[config.mk]
export PLATFORM = sky130hd
export DESIGN_NAME = imem_loader
export DESIGN_NICKNAME = d
export VERILOG_FILES = /design/src/rtl/riscv_pkg.sv /design/src/rtl/byte_packer.sv /design/src/rtl/imem_loader.sv
export SDC_FILE = /design/constraint.sdc
export NUM_CORES = 1
export LEC_CHECK = 0
export ABC_AREA = 1
export CELL_PAD_IN_SITES_DETAIL_PLACEMENT = 1
export CELL_PAD_IN_SITES_GLOBAL_PLACEMENT = 1
export CORE_MARGIN = 1.5
export CORE_UTILIZATION = 43
export DETAILED_ROUTE_END_ITERATION = 7
export PLACE_DENSITY_LB_ADDON = 0.1
export SLEW_MARGIN = 40
export SYNTH_ARGS = -nofsm -noshare
export SYNTH_HDL_FRONTEND = slang
export SYNTH_HIERARCHICAL = 1
export SYNTH_SLANG_ARGS = --single-unit
[constraint.sdc]
create_clock -name clk -period 2.45 [get_ports clk]
set_input_delay 0.49 -clock clk [delete_from_list [all_inputs] [get_ports clk]]
set_output_delay 0.49 -clock clk [all_outputs]
set_load 0.02 [all_outputs]
[src/rtl/riscv_pkg.sv]
// Shared core parameters and the instruction-memory loader state encoding.
package riscv_pkg;

    localparam int XLEN            = 32;
    localparam int ALEN            = 32;
    localparam int RAM_MEMORY_SIZE = 256;

    typedef enum logic [2:0] {
        IDLE = 3'd0,
        LEN  = 3'd1,
        DATA = 3'd2,
        CSUM = 3'd3,
        DONE = 3'd4,
        ERR  = 3'd5
    } loader_state_t;

endpackage

[src/rtl/byte_packer.sv]
// Assembles four little-endian bytes into one word; field_done flags the
// transfer that supplies the top byte, with field_word valid in that cycle.
module byte_packer
    import riscv_pkg::*;
(
    input  logic            clk,
    input  logic            rst,
    input  logic            clear,
    input  logic            take,
    input  logic [7:0]      byte_data,
    output logic            field_done,
    output logic [XLEN-1:0] field_word
);

    logic [1:0]  cnt;
    logic [23:0] low_q;

    always_ff @(posedge clk) begin
        if (rst || clear) begin
            cnt   <= 2'd0;
            low_q <= 24'd0;
        end else if (take) begin
            cnt <= cnt + 2'd1;
            case (cnt)
                2'd0:    low_q[7:0]   <= byte_data;
                2'd1:    low_q[15:8]  <= byte_data;
                2'd2:    low_q[23:16] <= byte_data;
                default: low_q        <= low_q;
            endcase
        end
    end

    // The top byte bypasses the register so the word is usable on its own edge.
    assign field_done = take && (cnt == 2'd3);
    assign field_word = {byte_data, low_q};

endmodule

[src/rtl/imem_loader.sv]
// Streams a length-prefixed, checksummed program image into instruction
// memory and holds the core in reset until a good image has landed.
module imem_loader
    import riscv_pkg::*;
#(
    parameter int unsigned     MAX_WORDS = RAM_MEMORY_SIZE,
    parameter logic [ALEN-1:0] BASE_ADDR = '0
) (
    input  logic            clk,
    input  logic            rst,
    input  logic            start,
    input  logic            byte_valid,
    input  logic [7:0]      byte_data,
    output logic            byte_ready,
    output logic            mem_we,
    output logic [ALEN-1:0] mem_addr,
    output logic [XLEN-1:0] mem_wdata,
    output logic            cpu_hold,
    output logic            done,
    output logic            error,
    output loader_state_t   dbg_state
);

    // Handshake: a byte moves on every rising edge where byte_valid and
    // byte_ready are both high; byte_valid alone has no effect on any state.
    loader_state_t   state, state_next;
    logic            take, restart, field_done;
    logic [XLEN-1:0] field_word, len_q, index, csum;

    assign take      = byte_valid && byte_ready;
    assign restart   = start && (state == IDLE || state == DONE || state == ERR);
    assign dbg_state = state;

    byte_packer u_packer (
        .clk        (clk),
        .rst        (rst),
        .clear      (restart),
        .take       (take),
        .byte_data  (byte_data),
        .field_done (field_done),
        .field_word (field_word)
    );

    always_comb begin
        state_next = state;
        case (state)
            IDLE, DONE, ERR: if (start) state_next = LEN;
            LEN: if (field_done) begin
                if (field_word == '0)                    state_next = CSUM;
                else if (field_word > XLEN'(MAX_WORDS))  state_next = ERR;
                else                                     state_next = DATA;
            end
            DATA: if (field_done && index == len_q - 1'b1) state_next = CSUM;
            CSUM: if (field_done) state_next = (field_word == csum) ? DONE : ERR;
            default: state_next = IDLE;
        endcase
    end

    always_ff @(posedge clk) begin
        if (rst) begin
            state      <= IDLE;
            len_q      <= '0;
            index      <= '0;
            csum       <= '0;
            mem_we     <= 1'b0;
            mem_addr   <= '0;
            mem_wdata  <= '0;
            byte_ready <= 1'b0;
            done       <= 1'b0;
            error      <= 1'b0;
            cpu_hold   <= 1'b1;
        end else begin
            state      <= state_next;
            mem_we     <= 1'b0;
            byte_ready <= (state_next == LEN) || (state_next == DATA) || (state_next == CSUM);
            done       <= (state_next == DONE);
            error      <= (state_next == ERR);
            cpu_hold   <= (state_next != DONE);
            if (restart) begin
                csum  <= '0;
                index <= '0;
            end
            if (state == LEN && field_done) begin
                len_q <= field_word;
                index <= '0;
            end
            // Word writes land one cycle after the completing byte.
            if (state == DATA && field_done) begin
                mem_we    <= 1'b1;
                mem_wdata <= field_word;
                mem_addr  <= BASE_ADDR + (ALEN'(index) << 2);
                csum      <= csum + field_word;
                index     <= index + 1'b1;
            end
        end
    end

endmodule

; Word-level counts from Yosys, hierarchy flattened
; Cells that the tools add are included.
[totals]
ff_bits = 192
output_inout_bits = 72
[op_classes]
add_sub_neg = 4
magnitude_cmp = 1
eq_ne = 16
n_mux = 13
n_reduce_logical = 20
[ops]
columns = op, count
row1 = two-way mux 32 bit, 4
row2 = == test 32 bit, 2
row3 = adder 32 x 1 -> 32 bit (second input constant), 1
row4 = adder 32 bit, 1
row5 = greater-than comparator 32 x 9 -> 1 bit (second input constant), 1
row6 = zero test 32 bit, 1
row7 = subtractor 32 x 1 -> 32 bit (second input constant), 1
row8 = two-way mux 3 bit, 6
row9 = == test 3 x 2 -> 1 bit (second input constant), 4
row10 = == test 3 bit (second input constant), 4
row11 = one-hot mux 3 bit (4 select lines), 1
row12 = == test 3 x 1 -> 1 bit (second input constant), 2
row13 = logical AND 1 bit, 6
row14 = AND reduction 2 bit, 3
row15 = logical OR 1 bit, 5
row16 = == test 2 bit (second input constant), 2
row17 = zero test 3 bit, 1
row18 = inequality test 3 bit (second input constant), 1
row19 = nonzero test 3 bit, 1
row20 = OR reduction 3 bit, 1
row21 = adder 2 x 1 -> 2 bit (second input constant), 1
row22 = == test 2 x 1 -> 1 bit (second input constant), 1
row23 = zero test 2 bit, 1
row24 = two-way mux 1 bit, 2
row25 = nonzero test 2 bit, 1

; Depth between registers and ports, before layout
[logic_depth]
word_depth = 8
depth_mapped = 17

; By module
; The synthesis kept the hierarchy.
[modules_own_cells]
columns = module, n_inst, cells_per_inst, area_per_inst_um2, seq_area_each_um2
row1 = imem_loader, 1, 1444, 9773.1, 3323.2
row2 = byte_packer, 1, 180, 1281.2, 520.5

; Worst setup path before layout
; OpenSTA, ideal clock, no wires.
[synth_timing]
path_type = register to register
from = reg u_packer.low_q[0]
to = reg csum[20]
arrival_time_ns = 1.975
required_time_ns = 2.380
path_slack_ns = 0.404
stages_incl_launch_ff = 14
n_path_buf = 0
synth_period_minus_slack_ns = 2.046
path_cell_list = dfxtp_1 ha_1 fa_1 nand3_1 nand2_1 nand4_1 nand2_1 a21boi_0 o21ai_0 nand2_1 nand2_1 nand2_1 nand3_1 a21oi_1
[synth_between]
elab_chain_len = 2
[synth_lines]
columns = item, line
row1 = "start, declared", byte_packer.sv:16  ; logic [23:0] low_q;
row2 = "start signal, assigned", byte_packer.sv:25  ; 2'd0: low_q[7:0] <= byte_data;
row3 = "start signal, assigned", byte_packer.sv:28  ; default: low_q <= low_q;
row4 = adder 32 bit, imem_loader.sv:92  ; csum <= csum + field_word;
row5 = two-way mux 32 bit, imem_loader.sv:88  ; if (state == DATA && field_done) begin
row6 = "end signal, assigned", imem_loader.sv:92
row7 = "end, declared", imem_loader.sv:28  ; logic [XLEN-1:0] field_word, len_q, index, csum;
; Every way passes these cells.
; A chain may end at the register's enable or synchronous reset.

; Worst setup path in the final report
[layout_timing]
from = reg u_packer.low_q[15]
to = reg csum[24]
; The elaborated chain is that of the path after synthesis.

==> results.py <==
metrics = {
    "status": {
        "status": "completed",
    },
    "logic_synthesis": {
        "synth-main-ff-cell": "dfxtp_1",
        "yosysWarnings": 6,
        "syn_area_mm2": 0.0111,
        "synth_top_area_frac": 0.348,
        "netlist_instances": 1624,
        "synth_seq_cells": 192,
        "synth_area_leaders": "dfxtp_1 35%, nand2_1 10%, a21oi_1 7.8%, nor2_1 7.4%, o21ai_0 6.2%",
        "syn_area_per_cell_um2": 6.81,
        "yosysTopAreaCell": "dfxtp_1",
        "synth_async_sr_flop_share": 0,
        "synthDistinctLibCells": 52,
        "synth_enable_flop_cells": 0,
        "seq_area_frac_synth": 0.348,
    },
    "layout": {
        "drive_gt1_frac": 0.113,
        "nets": 1796,
        "n_fill_cell": 3305,
        "ff_latch_area_mm2": 0.00385,
        "postLayoutCellArea_mm2": 0.0134,
        "mostFrequentLayoutCell": "nand2_1",
        "final_cell_mix": "303 x nand2_1, 215 x nor2_1, 189 x dfxtp_1",
        "multi_input_area_mm2": 0.00622,
        "syn_to_final_growth_pct": 21.1,
        "num_antenna_cells": 0,
    },
    "drt": {
        "dr_wl_met3_um": 1450,
        "drt_iter0_drc": 824,
        "ant_nets": 0,
        "drc": 0,
        "routed_via_density": 5.54,
        "top_layer": "met4",
        "dr.pass1.iters": 5,
        "wl_met1_um": 17300,
        "routed-via-count": 11600,
        "met2WireLength_um": 20000,
        "wl_um": 40300,
        "wire_per_inst_um": 19.3,
    },
    "sta": {
        "max_freq_ghz": 0.424,
        "max-slew-margin-rel": 0.626,
        "fin_crit_sh": 0.963,
        "setup_viol": 0,
        "final_max_slew_viol_count": 0,
        "rsz0062_at_grt": "false",
        "skew_ns": 0.0142,
        "fin_crit_ns": 2.36,
        "final_hold_viol_count": 0,
        "finalSetupTns_ns": 0,
        "worst_pin_slew_ns": 0.559,
    },
    "cts": {
        "cts_tree": "yes",
        "root_buffer": "clkbuf_16",
        "clkTransAtPathRegs_ns": 0.07,
        "hold_buffers": 0,
        "cts_buffers": 17,
        "cts_sinks": 192,
        "htree_levels": 4,
        "clock_path_buffers": 2,
        "insertion_delay_ns": 0.45,
    },
    "grt": {
        "grt-ovfl-total": 0,
        "grt_first_pass_wirelength_um": 63700,
        "grt_max_degree": 65,
        "grt_pass1_vias": 11700,
        "grt_usage": 0.309,
        "grt_antenna_before_repair": 0,
    },
    "pwr": {
        "p_int_uw": 4740,
        "ir_drop_v": 0.000334,
        "combinationalPowerShare": 0.066,
        "pwr-share-clk": 0.447,
        "netSwitchingPower_uw": 1720,
        "leakagePower_uw": 0.00590,
        "power_density_mw_per_mm2": 482,
        "p_seq_frac": 0.488,
        "p_sw_frac": 0.267,
    },
    "floorplan": {
        "io_pins": 84,
        "die_h_um": 163,
        "initial_utilization": 0.439,
        "die_area_mm2": 0.0267,
        "die_x_um": 163,
        "rows": 58,
        "core_mm2": 0.0252,
    },
    "placement": {
        "dpl-instance-area_mm2": 0.0127,
        "dp_hpwl_um": 31500,
        "routabilityCongestion": 1.03,
        "numPortBuffers": 81,
    },
    "worst_setup_path": {
        "cp_data_required_time_ns": 2.82,
        "crit_path_start_kind": "flop",
        "rr_startpoint": "u_packer/low_q[15]",
        "critical_path.startpoint": "u_packer/low_q[15]",
        "rrSetupSlack_ns": 0.09,
        "cp_max_fo": 6,
        "path_class": "flop to flop",
        "cp.arrival_ns": 2.73,
        "crit_path_end_kind": "flop",
    },
    "flow_run": {
        "drv_cap": 0,
    },
    "min_path": {
        "worst_hold_path_type": "flop to flop",
        "holdCritStartpoint": "csum[28]",
    },
}
[final cells by class]
cell class                 count  share of cell area
clock inverter                14              0.0124
tap                          330              0.0308
multi-input combinational   1173               0.464
clock buffer                  17              0.0318
sequential                   192               0.287
timing repair buffer         175               0.120
inverter                     187              0.0526
[path summary, 6_finish.rpt]
kind / end / depth (start not counted)
worst max register to register: csum[24] / 10
worst max-delay path: csum[24] / 10
worst min register to register: csum[28] / 2
worst min-delay path: csum[28] / 2
[layer usage]
metal,up-vias,GRT usage
met3,83,0.0340
met2,268,0.543
met4,0,0.126
met1,5630,0.383
li1,5590,-
met5,-,0
[Yosys cell counts, drive strengths merged (23+ instances only)]
cell type,instances
ha,37
nor3,23
xor2,27
clkbuf,39
nand4,34
nand3,70
buf,34
inv,185
dfxtp,192
nor2,239
a21oi,172
o21ai,141
nand2,319
[what timing repair did]
action | CTS | global route
endpoints found under the setup margin | 3 | 20
pin swaps | 0 | 2
resized for setup | 1 | 19
buffers inserted | 0 | 1
[stage by stage]
step / total power, uW / instances / hold WS [ns] / setup WS, ns / utilization
5_1_grt: 6650 / 2088 / 0.493 / 0.00247 / 0.532
2_1_floorplan: 3450 / 1625 / 0.449 / 0.404 / -
3_5_place_dp: 3640 / 2056 / 0.465 / -0.185 / 0.505
3_3_place_gp: 3630 / 2056 / 0.457 / -0.0916 / 0.505
6_report: 6460 / 2088 / 0.476 / 0.0917 / 0.532
4_1_cts: 6490 / 2087 / 0.476 / 0.0227 / 0.529
[critical path, cell delays in order (launching register included)]
cell and delay [ns]:
dfxtp_1 0.51, ha_1 0.31, buf_4 0.17, a21o_1 0.18, a31oi_2 0.24, o21ai_0 0.13, nand2_1 0.07, nand4_1 0.20
a21oi_1 0.20, o21ai_0 0.14, a21oi_1 0.14
[logic make-up (layout without fill, tap and decap cells)]
| kind of cell | Yosys count | count (layout) | share of synthesized area |
|---|---|---|---|
| buf+inv | 260 | 393 | 0.0973 |
| flops | 192 | 192 | 0.348 |
| xor+xnor | 44 | 44 | 0.0349 |
| compound gates | 379 | 379 | 0.187 |
| simple gates | 710 | 710 | 0.289 |
| other cells | 1 | 2 | 0.000339 |
| fa+ha+maj | 38 | 38 | 0.0437 |
[power by group through the flow]
stage,clock [uW],combinational [uW],sequential (uW)
2_1_floorplan,0,233,3220
3_3_place_gp,0,403,3220
3_5_place_dp,0,412,3220
4_1_cts,2930,415,3150
5_1_grt,3040,456,3150
6_report,2880,423,3150
[state kept, by name, summed over array words and instances (netlist names)]
name,cells
u_packer/low_q,24
done,1
byte_ready,1
cpu_hold,1
mem_we,1
csum,32
u_packer/cnt,2
mem_wdata,32
error,1
len_q,32
index,32
dbg_state,3
mem_addr,30
Note: power is estimated with default switching activity, not from simulation.
